--- src/rtl/fir_input_sequencer.sv ---
// -----------------------------------------------------------------------------
// fir_input_sequencer
//   Front end of the FIR core. It synchronises the asynchronous pad strobe and
//   mode line, then edge-detects the strobe. Each strobe becomes one of two
//   things:
//     - a one-cycle sample handshake into the FIR delay line (sample mode), or
//     - one write into a shadow coefficient bank (coefficient mode).
//   A complete shadow bank is committed to coeffs_out in a single edge.
//
// Optional feature (macro FIR_SEQ_CHECKSUM_EN):
//   When defined, each load takes NUM_TAPS+1 strobes. The last byte is the XOR
//   of all coefficients, and the bank is committed only when it matches.
//
// Ports
//   clk            system clock
//   reset          asynchronous, active-high reset
//   data_in        raw sample/coefficient byte from the pads
//   valid_in       raw asynchronous strobe; a rising edge marks data_in valid
//   set_coeffs_in  raw asynchronous mode line (1 = coefficient load)
//   sample_data    sample presented to the FIR x_n input
//   sample_valid   one-cycle pulse qualifying sample_data
//   coeffs_out     committed coefficient bank, tap0 in the LSBs
//   coeffs_loaded  high while a successfully committed load is in DONE
//   coeff_index    bytes received in the current load sequence
//   load_error     sticky abort/checksum flag, cleared by the next commit
// -----------------------------------------------------------------------------
module fir_input_sequencer #(
  parameter int NUM_TAPS    = 4,
  parameter int DATA_W      = 8,
  parameter int SYNC_STAGES = 2,
  parameter int COEFF_RESET = 1,
`ifdef FIR_SEQ_CHECKSUM_EN
  localparam int LOAD_LEN   = NUM_TAPS + 1,
`else
  localparam int LOAD_LEN   = NUM_TAPS,
`endif
  localparam int IDX_W      = $clog2(LOAD_LEN + 1)
) (
  input  logic                       clk,
  input  logic                       reset,
  input  logic [DATA_W-1:0]          data_in,
  input  logic                       valid_in,
  input  logic                       set_coeffs_in,
  output logic [DATA_W-1:0]          sample_data,
  output logic                       sample_valid,
  output logic [NUM_TAPS*DATA_W-1:0] coeffs_out,
  output logic                       coeffs_loaded,
  output logic [IDX_W-1:0]           coeff_index,
  output logic                       load_error
);

  localparam logic [1:0] ST_IDLE = 2'd0;
  localparam logic [1:0] ST_LOAD = 2'd1;
  localparam logic [1:0] ST_DONE = 2'd2;

  localparam int                 BANK_W    = NUM_TAPS * DATA_W;
  localparam logic [DATA_W-1:0]  RST_BYTE  = DATA_W'(COEFF_RESET);
  localparam logic [BANK_W-1:0]  BANK_RST  = {NUM_TAPS{RST_BYTE}};
  localparam logic [IDX_W-1:0]   LAST_IDX  = IDX_W'(LOAD_LEN - 1);

  logic [SYNC_STAGES-1:0] valid_sync_q, valid_sync_d;
  logic [SYNC_STAGES-1:0] set_sync_q, set_sync_d;
  logic                   valid_hist_q, valid_hist_d;
  logic [1:0]             state_q, state_d;
  logic [BANK_W-1:0]      shadow_q, shadow_d;
  logic [BANK_W-1:0]      coeffs_q, coeffs_d;
  logic [DATA_W-1:0]      sample_data_q, sample_data_d;
  logic                   sample_valid_q, sample_valid_d;
  logic                   loaded_q, loaded_d;
  logic                   load_error_q, load_error_d;
  logic [IDX_W-1:0]       idx_q, idx_d;

  logic                   valid_s, set_s, strobe, accept;
  logic [BANK_W-1:0]      shadow_wr;
`ifdef FIR_SEQ_CHECKSUM_EN
  logic [DATA_W-1:0]      checksum;
`endif

  // Synchroniser chains; the history flop makes a held-high strobe fire once.
  assign valid_sync_d = {valid_sync_q[SYNC_STAGES-2:0], valid_in};
  assign set_sync_d   = {set_sync_q[SYNC_STAGES-2:0], set_coeffs_in};
  assign valid_s      = valid_sync_q[SYNC_STAGES-1];
  assign set_s        = set_sync_q[SYNC_STAGES-1];
  assign valid_hist_d = valid_s;
  assign strobe       = valid_s & ~valid_hist_q;

  // A strobe is taken as a coefficient while set_s is high in IDLE or LOAD.
  // If set_s has already fallen in LOAD, the abort wins and the byte is dropped.
  assign accept = strobe & set_s & ((state_q == ST_IDLE) | (state_q == ST_LOAD));

  // Shadow bank with the incoming byte merged at coeff_index. The checksum slot
  // (index NUM_TAPS) matches no tap, so the bank passes through unchanged.
  always_comb begin
    // NOTE: every always_comb output gets a default first so no latch is inferred.
    shadow_wr = shadow_q;
    for (int t = 0; t < NUM_TAPS; t++) begin
      if (idx_q == IDX_W'(t)) shadow_wr[t*DATA_W +: DATA_W] = data_in;
    end
  end

`ifdef FIR_SEQ_CHECKSUM_EN
  always_comb begin
    checksum = '0;
    for (int t = 0; t < NUM_TAPS; t++) checksum ^= shadow_q[t*DATA_W +: DATA_W];
  end
`endif

  always_comb begin
    state_d        = state_q;
    shadow_d       = shadow_q;
    coeffs_d       = coeffs_q;
    sample_data_d  = sample_data_q;
    sample_valid_d = 1'b0;
    loaded_d       = loaded_q;
    load_error_d   = load_error_q;
    idx_d          = idx_q;

    case (state_q)
      ST_IDLE: begin
        if (set_s) begin
          state_d = ST_LOAD;
          idx_d   = '0;
        end else if (strobe) begin
          sample_data_d  = data_in;
          sample_valid_d = 1'b1;
        end
      end
      ST_LOAD: begin
        if (!set_s) begin
          // Mode dropped before the bank was complete: discard the shadow bank.
          state_d      = ST_IDLE;
          load_error_d = 1'b1;
          shadow_d     = BANK_RST;
          idx_d        = '0;
        end
      end
      ST_DONE: begin
        if (!set_s) begin
          state_d  = ST_IDLE;
          loaded_d = 1'b0;
          idx_d    = '0;
        end
      end
      default: state_d = ST_IDLE;
    endcase

    if (accept) begin
      shadow_d = shadow_wr;
      idx_d    = idx_q + 1'b1;
      if (idx_q == LAST_IDX) begin
        state_d = ST_DONE;
`ifdef FIR_SEQ_CHECKSUM_EN
        if (data_in == checksum) begin
          coeffs_d     = shadow_wr;
          loaded_d     = 1'b1;
          load_error_d = 1'b0;
        end else begin
          load_error_d = 1'b1;
        end
`else
        coeffs_d     = shadow_wr;
        loaded_d     = 1'b1;
        load_error_d = 1'b0;
`endif
      end
    end
  end

  // NOTE: sequential state is updated only with non-blocking assignments.
  always_ff @(posedge clk or posedge reset) begin
    if (reset) begin
      valid_sync_q   <= '0;
      set_sync_q     <= '0;
      valid_hist_q   <= 1'b0;
      state_q        <= ST_IDLE;
      // NOTE: the coefficient banks are reset so no stale or partial load can leak out.
      shadow_q       <= BANK_RST;
      coeffs_q       <= BANK_RST;
      sample_data_q  <= '0;
      sample_valid_q <= 1'b0;
      loaded_q       <= 1'b0;
      load_error_q   <= 1'b0;
      idx_q          <= '0;
    end else begin
      valid_sync_q   <= valid_sync_d;
      set_sync_q     <= set_sync_d;
      valid_hist_q   <= valid_hist_d;
      state_q        <= state_d;
      shadow_q       <= shadow_d;
      coeffs_q       <= coeffs_d;
      sample_data_q  <= sample_data_d;
      sample_valid_q <= sample_valid_d;
      loaded_q       <= loaded_d;
      load_error_q   <= load_error_d;
      idx_q          <= idx_d;
    end
  end

  assign sample_data   = sample_data_q;
  assign sample_valid  = sample_valid_q;
  assign coeffs_out    = coeffs_q;
  assign coeffs_loaded = loaded_q;
  assign coeff_index   = idx_q;
  assign load_error    = load_error_q;

endmodule
--- config.mk ---
export PLATFORM = sky130hd
export DESIGN_NAME = fir_input_sequencer
export DESIGN_NICKNAME = d
export VERILOG_FILES = /design/src/rtl/fir_input_sequencer.sv
export SDC_FILE = /design/constraint.sdc
export NUM_CORES = 1
export LEC_CHECK = 0
export CELL_PAD_IN_SITES_DETAIL_PLACEMENT = 0
export CELL_PAD_IN_SITES_GLOBAL_PLACEMENT = 1
export CORE_UTILIZATION = 45
export CTS_CLUSTER_DIAMETER = 100
export DETAILED_ROUTE_END_ITERATION = 6
export DONT_BUFFER_PORTS = 1
export PLACE_DENSITY_LB_ADDON = 0.1
export SYNTH_ARGS = -nofsm -noshare
export SYNTH_HDL_FRONTEND = slang
export SYNTH_SLANG_ARGS = --single-unit
--- constraint.sdc ---
create_clock -name clk -period 4.5 [get_ports clk]
set_input_delay 0.45 -clock clk [delete_from_list [all_inputs] [get_ports clk]]
set_output_delay 0.45 -clock clk [all_outputs]
set_load 0.005 [all_outputs]
==> results of run 1 <==
-- worst paths after layout --
| kind | startpoint | endpoint | slack (ps) | cells past startpoint |
|---|---|---|---|---|
| max in group asynchronous | reset | shadow_q[17] | 3390 | 2 |
| max reg2reg | state_q[0] | coeffs_out[26] | 1890 | 5 |
| max | state_q[0] | coeffs_out[26] | 1890 | 5 |
| min | reset | coeff_index[0] | 70 | 1 |
| min in group clk | valid_in | valid_sync_q[0] | 130 | 0 |
| min reg2reg | set_sync_q[0] | set_sync_q[1] | 350 | 0 |
-- synth_stat cells --
library cell  instances
mux2_2               13
nand2_1              25
nor2b_1               3
nor2_2                2
nand3_1               1
inv_1                13
dfstp_2               7
nand2b_1              2
a22oi_1               2
a21o_1                1
o21ai_1               2
a311o_1               1
nand2_2               1
and2b_2               1
buf_1                 7
o21ai_0              24
ha_1                 10
o21a_1                1
and2_1                1
mux2_1                5
a22o_1               22
mux2i_1              22
buf_4                 3
o22a_1                1
o21ai_2               3
nor3_1                2
dfrtp_1              70
a21oi_1               6
o31ai_1               1
and3_1                2
a21oi_2               1
nor2_1                4
clkbuf_1              4
buf_2                 6
-- cells by family after synthesis --
group | after synthesis
muxes | 40
buffers and inverters | 33
adders and majority gates | 10
AOI/OAI and AO/OA | 65
and+or+nand+nor | 44
DFF | 77
-- per-layer routing --
metal	vias up	share of wire, %
met5	-	0
met4	0	1.4
met3	9	5.8
met2	53	43
met1	966	50
li1	915	-
-- per-stage QoR --
stage	hold WS [ps]	area, um^2
after floorplan	331	3270
after global placement	333	3310
after detailed placement	336	3310
after CTS	108	3500
after global routing	117	3500
final	73.2	3500
-- area by class of cell --
class / count / area share [%]
Multi-Input combinational cell: 159 / 34.3
Clock buffer: 9 / 3.54
Timing Repair Buffer: 1 / 0.215
Inverter: 13 / 1.39
Clock inverter: 6 / 1.82
Tap cell: 96 / 3.43
Sequential cell: 77 / 55.3
-- cells in the final DEF, fill, tap and decap left out --
cell type and instances:
dfrtp_1 70, nand2_1 25, o21a_1 1, and3_1 2, inv_2 1, mux2_1 5
nand2b_1 2, a21oi_1 6, ha_1 10, and2_1 1, nor2_2 2, clkinv_2 2
a22o_1 22, clkinvlp_4 2, nand2_2 1, o31ai_1 1, bufinv_16 1, and2b_2 1
inv_1 12, inv_6 1, o21ai_2 3, buf_4 1, dfstp_2 7, nor3_1 2
mux2_2 13, nor2b_1 3, mux2i_1 22, nor2_1 4, o22a_1 1, a311o_1 1
a21o_1 1, a22oi_1 2, nand3_2 1, o21ai_0 24, o21ai_1 2, clkbuf_8 9
a21oi_2 1
-- flip-flops by register name, summed over array words and instances, names as in the netlist --
signal,cells
coeffs_loaded,1
sample_valid,1
coeffs_out,32
valid_hist_q,1
load_error,1
coeff_index,3
shadow_q,24
sample_data,8
set_sync_q,2
valid_sync_q,2
state_q,2
-- where the power goes --
part	internal, mW	switching, mW
Sequential	0.787	0.0686
Combinational	0.124	0.157
Clock	0.253	0.257
Total	1.16	0.482
==> results.md, run 1 <==
* FMAX at 0.383 GHz
* CTS tree: yes
* Root Buffer: clkbuf_8
* Grt ovf at 0
* Layout area overhead at 6.92%
* Synth Instances at 269
* Largest net degree at the start of global routing at 59
* Starting Density at 47.4%
* Filler Cells Inserted at 658
* Max-cap violations at 0
* Final WS setup at 1890 ps
* Top cell type's share of synthesized area at 53.5%
* Slowest cell delay on critical path at 820 ps
* Post-synthesis simple-gate area fraction at 6.16%
* Cell family with most CP delay: simple AND/OR/NAND/NOR gates
* Syn_area_per_cell at 12.2 um^2
* Vias in the first global route at 1995
* First-pass GRT wire length at 10300 um
* Synth warn at 0
* Placer Congestion at 0.771
* Max Transition Viols Final at 0
* Fin crit share at 58.1%
* Post-synthesis cell type count at 34
* WL per Instance at 17.5 um
* Top cells by area, synth: dfrtp_1 (54%), mux2i_1 (6.7%), a22o_1 (5.9%)
* Antenna Nets Post-Route at 0
* Largest family of logic cells by synthesized area: compound AO/OA/AOI/OAI gates
* Number of clock sinks at 77
* GRT Max-Usage Layer: met1
* Relative slew margins at 22.4%
* Clock Skews at 8.51 ps
* Dpl ws at 1870 ps
* H-tree depth reported by CTS at 3
* Nature of the critical path startpoint: register
* RSZ-0062 raised after global routing: false
* Final hold vios at 0
* Seq/Total Area, Yosys at 59.2%
* Clk_lat worst skew at 340 ps
* Global Route met1 Usage at 26.4%
* Crit Path Max Fanout at 58
* Worst vdd ir at 0.247 mV
* Power, Total at 1.65 mW
* Final antenna diode count at 0
* Detail Placement HPWL at 4120 um
* Post-layout util at 50.7%
* DR vias/cell at 5.38
* Final wirelength at 6300 um
* Final std cells w/o fill at 361
* Num CTS Buffers at 9
* Mapped cell area at 3270 um^2
* Port Buffer Count at 0
* Clock transition at the registers of the reported paths at 80 ps
* Worst min-delay path class: primary input to async pin
* Area of the multi-input gates at 1200 um^2
* Nets at 283
* Power Dens Cells at 470 nW/um^2
* FF+latch count, synth at 77
* Die width at 87.3 um
* CP arrival at 2830 ps
* Crit-path cells: inv_1 > ha_1 > o21a_1 > nand3_2 > mux2_1
* Share of layout cells above drive strength 1 at 17.4%
* Post-Synth XOR/XNOR Area at 0%
* Met3 Track Usage GR at 4.74%
* Initial DRC count at 86
* I/O Pins at 58
* Leakage at 1.59 nW
* CTS Hold Bufs at 0
* CP endpoint kind: register
* Worst-Margin Slew at 1160 ps
* Yosys top cell by area: dfrtp_1
* Initial antenna violation count at 0
* Vias at 1943
* Detailed Routing Iterations Pass 1 at 4
* # setup viols final at 0
* Tmin final at 2610 ps
* CP max stage cell: nand3_2
* Die ar. at 7620 um^2
* Core footprint at 6910 um^2
* Met2 Use GR at 26.1%
* Post-synthesis mux area share at 12.9%
* Outcome: completed
* Flip-flop and latch area at 1940 um^2
* # rows at 30
* Post-CTS Setup Bufs at 0
* Post-CTS resize count at 0
* Critical path class: register to register
* DRC at 0
* Fin Setup TNS at 0 ps
* DP Cell Count at 346
* CTS max path bufs at 2
* Adder-Cell Fraction of Synth Area at 3.82%
* Syn Nets at 291
* Synth Area in Compound Gates at 13.6%
* Buf/Inv on CP at 1
* Die Y at 87.3 um
* Worst EP required at 4720 ps
* GRT Total Usage at 18.3%
Note: power is estimated with default switching activity, not from simulation.
==> run 2, diff against run 1 <==
Settings changed: CORE_UTILIZATION 45 to 44.
Clock period 4.5 ns to 2.3 ns, I/O delays scaled along.
==> results.md, run 2 (synthesis gave the netlist of run 1 again) <==
* Placer Congestion at 0.739 (-4.1%)
* Worst vdd ir at 0.500 mV (+100%)
* WL per Instance at 17.0 um (-2.8%)
* Detail Placement HPWL at 4300 um (+4.5%)
* Number of clock sinks at 77 (unchanged)
* GRT Total Usage at 18.4% (+0.11 points)
* Vias at 1946 (+0.15%)
* Root Buffer: clkbuf_8
* Most common cell after layout, fill and taps aside: dfrtp_1
* Sequential share of power at 46.4% (-5.6 points)
* Die width at 88.2 um (+1.1%)
* Fin Setup TNS at 0 ps (unchanged)
* Num CTS Buffers at 9 (unchanged)
* Antenna Nets Post-Route at 0 (unchanged)
* Clk pwr share at 37.7% (+6.7 points)
* Crit Path Max Fanout at 28 (-52%)
* RR Startpoint: state_q[0]
* Tmin final at 2070 ps (-544 ps)
* # setup viols final at 0 (unchanged)
* Most frequent cells in the layout: dfrtp_1 (70), nand2_1 (25), o21ai_0 (24)
* Relative slew margins at 62.5% (+40 points)
* Final antenna diode count at 0 (unchanged)
* Clock transition at the registers of the reported paths at 80 ps (about the same)
* Worst setup startpoint: state_q[0]
* Hold Path Origin: data_in[4]
* Combinational power share at 15.9% (-1.1 points)
* Outcome: completed
* Top routing layer in use: met4
* CP arrival at 2290 ps (-540 ps)
* Detailed Routing Iterations Pass 1 at 4 (unchanged)
* Post-CTS resize count at 0 (unchanged)
* Worst-case reg-to-reg path depth at 7 (+2)
* Fin crit share at 90.0% (+32 points)
* Nets at 293 (+3.5%)
* CTS max path bufs at 2 (unchanged)
* Leakage at 1.69 nW (+5.9%)
* Power, Total at 3.61 mW (+120%)
* Die Y at 88.2 um (+1.1%)
* Nature of the critical path startpoint: register
* Worst-Margin Slew at 562 ps (-600 ps)
* RSZ-0062 raised after global routing: false
* # rows at 31 (+3.3%)
* Met3 Wirelength at 465 um (+27%)
* Met2 WL at 2690 um (-0.48%)
* Share of layout cells above drive strength 1 at 18.8% (+1.5 points)
* Power Dens Cells at 980 nW/um^2 (+110%)
* Final instance area at 3690 um^2 (+5.4%)
* Final wirelength at 6360 um (+0.98%)
* DR vias/cell at 5.19 (-3.6%)
* Critical path class: register to register
* Worst EP required at 2520 ps (-2200 ps)
* Sw frac at 26.3% (-3.0 points)
* Vias in the first global route at 1987 (-0.40%)
* R2r setup slk at 230 ps (-1660 ps)
* DRC at 0 (unchanged)
* Final hold vios at 0 (unchanged)
* Port Buffer Count at 0 (unchanged)
* FMAX at 0.483 GHz (+26%)
* Max FFs per register at 32 (unchanged)
* Hold path endpoint: shadow_q[12]
* Max-cap violations at 0 (unchanged)
* DP Area at 3370 um^2 (+1.7%)
* Clock Skews at 8.60 ps (+0.0922 ps)
* Initial DRC count at 161 (+87%)
* CTS tree: yes
* P_int at 2.66 mW (+130%)
* Max Transition Viols Final at 0 (unchanged)
* Clk_lat worst skew at 350 ps (about the same)
* Largest net degree at the start of global routing at 48 (-19%)
* Grt ovf at 0 (unchanged)
* Core footprint at 7210 um^2 (+4.5%)
* Psw at 0.951 mW (+97%)
* Worst hold stages at 1
* I/O Pins at 58 (unchanged)
* Starting Density at 45.4% (-2.0 points)
* Initial antenna violation count at 0 (unchanged)
* Layout area overhead at 12.7%
* Worst min-delay path class: primary input to register
* Die ar. at 7780 um^2 (+2.2%)
* CP endpoint kind: register
* H-tree depth reported by CTS at 3 (unchanged)
* First-pass GRT wire length at 10400 um (+0.87%)
* R2r endpoint: coeffs_out[19]
* Met1 wire length at 3110 um (-0.99%)
## run 2: stage by stage
step	hold WS, ps	utilization (%)	worst slack (ps)	std cells
finish	17.1	51.1	230	375
global route	0.463	51.1	18.1	375
CTS	0.165	51.1	209	375
detailed placement	179	46.7	214	354
global placement	183	46.7	309	354
floorplan	261	-	115	269
## run 2: critical path, cell delays in order, from the launching register on
cell and delay, ps:
dfrtp_1 430, inv_1 120, ha_1 260, o21a_1 220, nand3_2 380, buf_4 370
nand2_1 90, o21ai_0 80
## run 2: worst max path at each step
stage | to | cells past startpoint
6_report | coeffs_out[19] | 7
2_1_floorplan | coeff_index[0] | 1
4_1_cts | coeffs_out[6] | 7
3_3_place_gp | coeffs_out[5] | 7
5_1_grt | coeffs_out[16] | 6
3_5_place_dp | coeffs_out[6] | 7
## run 2: metal layers
layer	track usage [%]	vias up
met5	0	-
met4	8.36	0
met3	5.69	8
met2	25.7	65
met1	26.3	937
li1	-	936
## run 2: layout make-up
class / instances / area, um^2
Tap cell: 99 / 124
Inverter: 13 / 50.0
Sequential cell: 77 / 1940
Timing Repair Buffer: 11 / 108
Clock inverter: 6 / 134
Fill cell: 668 / 3530
Clock buffer: 10 / 138
Multi-Input combinational cell: 159 / 1200
## run 2: power groups by stage
| stage | Sequential (mW) | Clock (mW) | Combinational (mW) |
|---|---|---|---|
| after global placement | 1.70 | 0 | 0.572 |
| final | 1.67 | 1.36 | 0.575 |
| after CTS | 1.68 | 1.39 | 0.585 |
| after global routing | 1.70 | 1.45 | 0.646 |
| after floorplan | 1.66 | 0 | 0.477 |
| after detailed placement | 1.70 | 0 | 0.578 |
## run 2: what timing repair did
item                                    CTS  global route
endpoints found under the setup margin    0             0
setup buffers                             0             0
hold endpoints to repair                 29             0
hold buffers                              5             0
